[config.mk]
export PLATFORM = sky130hd
export DESIGN_NAME = fetch_queue
export DESIGN_NICKNAME = d
export VERILOG_FILES = /design/src/rtl/fetch_queue.sv
export SDC_FILE = /design/constraint.sdc
export NUM_CORES = 1
export LEC_CHECK = 0
export BUFFER_PORTS_ARGS = -buffer_cell sky130_fd_sc_hd__buf_4
export CAP_MARGIN = 20
export CORE_AREA = 2 2 249 251
export CTS_CLUSTER_DIAMETER = 60
export DETAILED_ROUTE_END_ITERATION = 10
export DIE_AREA = 0 0 251 253
export HOLD_SLACK_MARGIN = 0.15
export PLACE_DENSITY = 0.46
export SLEW_MARGIN = 20
export SYNTH_ARGS = -nofsm -noshare
export SYNTH_HDL_FRONTEND = slang
export SYNTH_SLANG_ARGS = --single-unit
[constraint.sdc]
create_clock -name clk -period 4.1 [get_ports clk]
set_clock_uncertainty 0.05 [all_clocks]
set_input_delay 0.615 -clock clk [delete_from_list [all_inputs] [get_ports clk]]
set_output_delay 0.615 -clock clk [all_outputs]
set_load 0.1 [all_outputs]
[src/rtl/fetch_queue.sv]
// Instruction fetch stage: prefetches sequential {pc, ir} pairs into a small FIFO and flushes on redirect.
// Optional FETCH_QUEUE_BYPASS_EN: when the FIFO is empty, a response is presented at the outputs in the same cycle.
module fetch_queue #(
    parameter int unsigned DEPTH    = 4,
    parameter logic [31:0] RESET_PC = 32'h4000_0000
) (
    input  logic                     clk,
    input  logic                     rst,
    output logic [31:0]              imem_address,
    output logic                     imem_read,
    input  logic [31:0]              imem_rdata,
    input  logic                     imem_resp,
    input  logic                     redirect,
    input  logic [31:0]              redirect_pc,
    input  logic                     deq,
    output logic                     valid,
    output logic [31:0]              pc,
    output logic [31:0]              ir,
    output logic [$clog2(DEPTH):0]   count
);

    localparam int unsigned PW = $clog2(DEPTH);
    localparam int unsigned CW = PW + 1;
    localparam logic [CW-1:0] FULL    = CW'(DEPTH);
    localparam logic [PW-1:0] PTR_ONE = PW'(1);
    localparam logic [31:0]   NOP     = 32'h0000_0013;

    typedef enum logic [1:0] {
        IDLE = 2'd0,
        REQ  = 2'd1,
        DROP = 2'd2
    } state_t;

    state_t          state_r, state_s;
    logic [31:0]     fetch_pc_r, fetch_pc_s;
    logic [31:0]     req_addr_r, req_addr_s;
    logic [PW-1:0]   head_r, tail_r;
    logic [CW-1:0]   count_r, post_cnt_s;
    logic [31:0]     pc_mem [DEPTH];
    logic [31:0]     ir_mem [DEPTH];
    logic            resp_ok_s, byp_s, enq_s, pop_s;
    logic [31:0]     target_s;

    assign resp_ok_s = (state_r == REQ) && imem_resp && !redirect;
    assign target_s  = redirect_pc & 32'hFFFF_FFFC;

    // Datapath decisions: bypass consumption, enqueue, pop and resulting occupancy
    always_comb begin
        byp_s = 1'b0;
`ifdef FETCH_QUEUE_BYPASS_EN
        if (resp_ok_s && (count_r == '0) && deq) begin
            byp_s = 1'b1;
        end else begin
            byp_s = 1'b0;
        end
`endif
        enq_s      = resp_ok_s && !byp_s;
        pop_s      = deq && !redirect && (count_r != '0);
        post_cnt_s = count_r + CW'(enq_s) - CW'(pop_s);
    end

    // Fetch FSM next-state and address bookkeeping
    always_comb begin
        state_s    = state_r;
        fetch_pc_s = fetch_pc_r;
        req_addr_s = req_addr_r;
        case (state_r)
            IDLE: begin
                if (!redirect && (count_r < FULL)) begin
                    req_addr_s = fetch_pc_r;
                    state_s    = REQ;
                end else begin
                    state_s    = IDLE;
                end
            end
            REQ: begin
                if (redirect) begin
                    // An outstanding request must still be drained before refetching.
                    state_s = imem_resp ? IDLE : DROP;
                end else if (imem_resp) begin
                    fetch_pc_s = req_addr_r + 32'd4;
                    if (post_cnt_s < FULL) begin
                        req_addr_s = req_addr_r + 32'd4;
                        state_s    = REQ;
                    end else begin
                        state_s    = IDLE;
                    end
                end else begin
                    state_s = REQ;
                end
            end
            DROP: begin
                if (imem_resp) begin
                    state_s = IDLE;
                end else begin
                    state_s = DROP;
                end
            end
            default: begin
                state_s = IDLE;
            end
        endcase
        if (redirect) begin
            fetch_pc_s = target_s;
        end else begin
            fetch_pc_s = fetch_pc_s;
        end
    end

    // Control state, FIFO pointers and occupancy
    always_ff @(posedge clk or posedge rst) begin
        if (rst) begin
            state_r    <= IDLE;
            fetch_pc_r <= RESET_PC;
            req_addr_r <= RESET_PC;
            head_r     <= '0;
            tail_r     <= '0;
            count_r    <= '0;
        end else begin
            state_r    <= state_s;
            fetch_pc_r <= fetch_pc_s;
            req_addr_r <= req_addr_s;
            if (redirect) begin
                head_r  <= '0;
                tail_r  <= '0;
                count_r <= '0;
            end else begin
                head_r  <= pop_s ? head_r + PTR_ONE : head_r;
                tail_r  <= enq_s ? tail_r + PTR_ONE : tail_r;
                count_r <= post_cnt_s;
            end
        end
    end

    // FIFO payload storage
    always_ff @(posedge clk) begin
        if (enq_s) begin
            pc_mem[tail_r] <= req_addr_r;
            ir_mem[tail_r] <= imem_rdata;
        end
    end

    assign imem_read    = (state_r != IDLE);
    assign imem_address = req_addr_r;
    assign count        = count_r;

    // Head-of-queue presentation
    always_comb begin
        if (count_r != '0) begin
            valid = 1'b1;
            pc    = pc_mem[head_r];
            ir    = ir_mem[head_r];
        end else begin
            valid = 1'b0;
            pc    = 32'h0000_0000;
            ir    = NOP;
        end
`ifdef FETCH_QUEUE_BYPASS_EN
        if (resp_ok_s && (count_r == '0)) begin
            valid = 1'b1;
            pc    = req_addr_r;
            ir    = imem_rdata;
        end else begin
            valid = valid;
        end
`endif
    end

endmodule

==> run metrics, run 1 <==
Total Wirelength 38.0 mm; number of global-route vias before repair 8609; die span in x 251 µm; I/O pin cnt 170; first-pass GRT wire length 56.9 mm; element type at the critical path end flop; fill count 6167; cell area after synthesis 0.0139 mm²; crit share post-route 92.0%; Layout area overhead 28.1%; post-route cell area 0.0178 mm²; syn_nets 970; vias per inst 4.39; slowest stage delay, CP 0.90 ns; CTS tree done; Tmin final 3.77 ns; RSZ-0062 raised after global routing false; Gate Count Post-Synth 893; Req. time, crit path 4.50 ns; register area share after synthesis 68.6%; clock tree root driver cell clkbuf_16; WHS 0.216 ns; largest cells by area after synthesis edfxtp_1 55%, dfrtp_1 13%, mux4_2 10%, and2_1 2.8%, a21oi_1 1.9%; yosys warns 0; share of cells above drive strength 1 32.0%; ys flop type edfxtp_1; final-report hold violation count 0; most common cell after layout, fill and taps aside edfxtp_1; Final Wtd Congestion 0.707; Max Fclk 0.265 GHz; HPWL after DPL 23.7 mm; Worst Tran Pin Value 1.12 ns; worst-skew pair later-pin latency 0.56 ns; Final Util 29.1%; CTS clk-pin slew, worst paths 0.06 ns; drt pass-1 iters 5; commonest non-fill, non-tap cells in the layout 256 x edfxtp_1, 193 x buf_4, 69 x dfrtp_1; Critical Path AT 4.17 ns; post-route ant nets 0; Pins Over Slew Limit 0; largest net degree at the start of global routing 69; Worst path slowest cell and3_1; status finished clean; # H-tree levels 2; initial drt markers 575; DRC viols 0; Total Routing Usage GR 12.0%; Post-CTS Setup Bufs 0; min-delay worst type in2reg; Yosys cell types 54; I/O Buffers 167; Async S/R FF share, synth 22.2%; row count 91; Syn Area/Cell 15.5 µm²; Starting Density 22.7%; R2R Setup Slk 0.40 ns; chip height 253 µm; GRT overflow 0; number of synthesized register bits 329; Num CTS Buffers 44; initial antenna violation count 2; maximum root-to-sink buffer count 3; max cap viols 0; max_slew headroom 25.5%; Synth top area share 55.4%; Final setup viols 0; cell taking the most area after synthesis edfxtp_1; Top cell by count, worst path inv_1; core box area 0.0610 mm²; per-cell routed wire length 19.9 µm; crit path launch type input port; Die ar. 0.0635 mm²; setup_tns 0 ns; critical path, cell by cell dlygate4sd3_1 > buf_4 > nand2_1 > nor2_1 > inv_1 > ha_1 > inv_1 > ha_1 > inv_1 > fa_1 > xnor2_1 > or3b_2 > and3_1 > o21ai_0 > o2bb2ai_1; Final nets 1163; CP Max Fanout 22; via count 8376; DP Area 0.0163 mm²; EDFF count, synth 256; kind of critical path in2reg; clk sinks 329
==> worst paths after layout <==
kind                                                  from                           end  depth (start not counted)
worst max-delay path                             imem_resp  imem_address[11]$_DFFE_PP0P_                         15
worst min-delay path                        imem_rdata[27]       ir_mem[2][27]$_DFFE_PP_                          1
worst max register to register          count[1]$_DFF_PP0_  imem_address[11]$_DFFE_PP0P_                         14
worst min register to register  fetch_pc_r[31]$_DFFE_PP0P_  imem_address[31]$_DFFE_PP0P_                          2
max in group asynchronous                              rst         head_r[0]$_DFFE_PP0P_                          4
min in group asynchronous                              rst     fetch_pc_r[6]$_DFFE_PP0P_                          3
==> cells in the mapped netlist (3+ instances only) <==
cell	instances
o21ai_0	31
a21oi_1	54
ha_1	7
nand2b_1	4
or4_1	4
nand4_1	13
edfxtp_1	256
a2bb2oi_1	18
nand2_1	51
or3_1	4
nor3_1	7
xnor2_1	10
buf_1	8
and3_1	9
mux2i_1	5
or2_2	6
inv_1	8
o22ai_1	12
nor2b_1	3
clkbuf_1	39
dfrtp_1	71
nor3b_1	15
mux4_2	64
xor2_1	9
a21o_1	4
nand3_1	31
nor2_1	38
o31ai_1	6
and4_1	3
buf_2	7
and2_1	63
==> state kept, by name (all words and copies together) (netlist names) <==
| register | count |
|---|---|
| head_r | 2 |
| imem_address | 32 |
| count | 3 |
| state_r | 2 |
| ir_mem | 128 |
| pc_mem | 128 |
| fetch_pc_r | 32 |
| tail_r | 2 |
==> per-layer routing <==
layer	vias up	share of wire, %	track usage (%)
li1	3835	-	-
met1	4248	47	16.7
met2	238	46	18.7
met3	51	5.8	2.84
met4	4	1.7	3.08
met5	-	0.071	0
==> worst max-delay path: cells and delay by family <==
family          cells  cell delay (ns)
compound gates      2             0.40
fa+ha+maj           3             0.77
xor+xnor            1             0.23
simple gates        4             1.26
buf+inv             5             0.89
==> area by class of cell <==
class	instances	area (µm²)	share of cell area, %
clock buffer	54	1180	6.64
inverter	9	35.0	0.197
timing repair buffer	203	1620	9.13
tap	790	988	5.56
sequential	329	9520	53.6
multi-input combinational	499	4130	23.2
antenna	1	2.50	0.0141
clock inverter	25	298	1.67
==> through the flow <==
step	instances	setup slack (ns)
finish	1910	0.327
global route	1909	0.0816
CTS	1908	0.346
detailed placement	1827	0.302
global placement	1826	0.345
floorplan	893	0.0613
==> logic make-up after synthesis <==
logic type               share of synthesized area, %
multiplexers                                     10.9
AND/OR/NAND/NOR                                  10.6
buffers and inverters                            1.88
flip-flops                                       68.6
adder cells (fa/ha/maj)                         0.775
AO/OA/AOI/OAI                                    6.06
XOR/XNOR                                         1.20
==> repair_timing <==
| item | 4_1_cts | 5_1_grt |
|---|---|---|
| gates resized for setup | 0 | 0 |
| hold endpoints to repair | 32 | 0 |
| endpoints found under the setup margin | 0 | 0 |
| hold buffers | 2 | 0 |
Power of run 1 is left out: the tool's default activity adds up to more than one toggle a clock period on the data nets, which glitch-free logic cannot reach.
==> run 2, diff against run 1 <==
Settings changed: CELL_PAD_IN_SITES_DETAIL_PLACEMENT from default to 1, CELL_PAD_IN_SITES_GLOBAL_PLACEMENT from default to 1, CORE_AREA 2 2 249 251 to 2 2 262 239, DIE_AREA 0 0 251 253 to 0 0 264 241, PLACE_DENSITY 0.46 to 0.51.
==> run 2 against run 1 <==
Against the previous run: final area shrank 0.80%; register-to-register slack gained 0.16 ns; clock-buffer cell count grew 2; highest routed layer unchanged; critical endpoint is now imem_address[21]$_DFFE_PP0P_; die area grew 0.19%; first-iteration DRC count shrank 26%; via count grew 1.4%; sequential share of layout area grew 0.43 points; fmax grew 6.7%; non-clock buffer count grew 2; flip-flop and latch count is the same; largest cell class unchanged.
==> run metrics, run 2 (synthesis results as in run 1) <==
clk sinks 329 (unchanged); clock tree root driver cell clkbuf_16 (unchanged); Finished Layout Cells 1911 (was 1910); crit path launch type flop (was input port); Final Worst Setup Slack 0.565 ns (was 0.327 ns); first-pass GRT wire length 58.6 mm (was 56.9 mm); CTS tree done (unchanged); R2R cell count 16 (was 14); max cap viols 0 (unchanged); drt pass-1 iters 6 (was 5); min-delay worst type in2reg (unchanged); I/O Buffers 167 (unchanged); number of global-route vias before repair 8969 (was 8609); Worst Tran Pin Value 1.09 ns (was 1.12 ns); Tmin final 3.54 ns (was 3.77 ns); Total Wirelength 39.5 mm (was 38.0 mm); crit share post-route 86.2% (was 92.0%); met3 Usage GRT 2.72% (was 2.84%); Die ar. 0.0636 mm² (was 0.0635 mm²); max_slew headroom 27.3% (was 25.5%); largest net degree at the start of global routing 77 (was 69); row count 86 (was 91); Final nets 1163 (unchanged); Final setup viols 0 (unchanged); fill count 6470 (was 6167); core box area 0.0607 mm² (was 0.0610 mm²); placed cell count 1833 (was 1827); CTS clk-pin slew, worst paths 0.06 ns (about the same); grt met1 use 16.7% (about the same); Max Fclk 0.283 GHz (was 0.265 GHz); share of cells above drive strength 1 31.7% (was 32.0%); Final Wtd Congestion 0.719 (was 0.707); initial drt markers 426 (was 575); Post-CTS Setup Bufs 0 (unchanged); GRT overflow 0 (unchanged); final-report hold violation count 0 (unchanged); R2R Setup Slk 0.56 ns (was 0.40 ns); vias per inst 4.45 (was 4.39); DP Worst Slack 0.536 ns (was 0.302 ns); worst-skew pair later-pin latency 0.57 ns (was 0.56 ns); status finished clean (unchanged); chip height 241 µm (was 253 µm); Pins Over Slew Limit 0 (unchanged); CP Max Fanout 14 (was 22); Total Routing Usage GR 12.3% (was 12.0%); kind of critical path reg2reg (was in2reg); element type at the critical path end flop (unchanged); met2 Usage GRT 19.8% (was 18.7%); post-route ant nets 0 (unchanged); FF/Latch Area 0.00952 mm² (unchanged); setup_tns 0 ns (unchanged); initial antenna violation count 2 (unchanged); Starting Density 22.9% (was 22.7%); maximum root-to-sink buffer count 3 (unchanged); largest registers ir_mem: 128 flops, pc_mem: 128 flops (unchanged); Req. time, crit path 4.53 ns (was 4.50 ns); I/O pin cnt 170 (unchanged); most common cell after layout, fill and taps aside edfxtp_1 (unchanged); multi-input logic area 0.00413 mm² (unchanged); DRC viols 0 (unchanged); via count 8495 (was 8376); Num CTS Buffers 42 (was 44); Hold Path Depth 1 (unchanged); # H-tree levels 2 (unchanged); HPWL after DPL 25.2 mm (was 23.7 mm); Layout area overhead 27.1% (was 28.1%); per-cell routed wire length 20.7 µm (was 19.9 µm); Critical Path AT 3.97 ns (was 4.17 ns); RSZ-0062 raised after global routing false (unchanged); die span in x 264 µm (was 251 µm); Top Usage Layer GRT met2 (unchanged); commonest non-fill, non-tap cells in the layout 256 x edfxtp_1, 199 x buf_4, 69 x dfrtp_1 (was 256 x edfxtp_1, 193 x buf_4, 69 x dfrtp_1)
[run 2: timing repair]
item	in CTS	in global routing
resized for setup	0	0
hold buffers	1	0
hold endpoints to repair	25	0
[run 2: final cells by class]
| type | instances | share of cell area, % |
|---|---|---|
| Antenna cell | 1 | 0.0142 |
| Clock buffer | 56 | 6.43 |
| Clock inverter | 20 | 1.23 |
| Inverter | 9 | 0.199 |
| Multi-Input combinational cell | 499 | 23.4 |
| Sequential cell | 329 | 54.0 |
| Tap cell | 792 | 5.62 |
| Timing Repair Buffer | 205 | 9.09 |
[run 2: final timing paths]
kind	start	end
min in group asynchronous	rst	fetch_pc_r[10]$_DFFE_PP0P_
worst min-delay path	imem_rdata[10]	ir_mem[0][10]$_DFFE_PP_
worst max-delay path	count[2]$_DFF_PP0_	imem_address[21]$_DFFE_PP0P_
max in group asynchronous	rst	fetch_pc_r[30]$_DFFE_PP1P_
worst max register to register	count[2]$_DFF_PP0_	imem_address[21]$_DFFE_PP0P_
worst min register to register	fetch_pc_r[0]$_DFFE_PP0P_	imem_address[0]$_DFFE_PP0P_
[run 2: layer usage]
layer	vias to the layer above	wire length, µm
li1	3842	-
met1	4428	18300
met2	172	18400
met3	51	1980
met4	2	756
met5	-	13
[run 2: stage by stage]
stage                     hold WS, ns  instance area [µm²]  util [%]
after floorplan                 0.416                13900         -
after detailed placement        0.453                16300      26.8
final                           0.199                17600      29.1
after global routing            0.167                17600      29.1
after global placement          0.437                16300      26.8
after CTS                       0.153                17600      29.1
[run 2: critical path: stages (launching register included)]
cell       delay [ns]
dfrtp_1          0.35
buf_4            0.15
nor3_1           0.14
buf_4            0.17
inv_2            0.04
nand2_1          0.11
nor2_1           0.06
ha_1             0.28
inv_1            0.06
ha_1             0.14
inv_1            0.05
fa_1             0.37
xnor2_1          0.17
or3b_2           0.51
and3_1           0.36
buf_4            0.29
a2bb2oi_1        0.16
Power of run 2 is left out for the same reason.
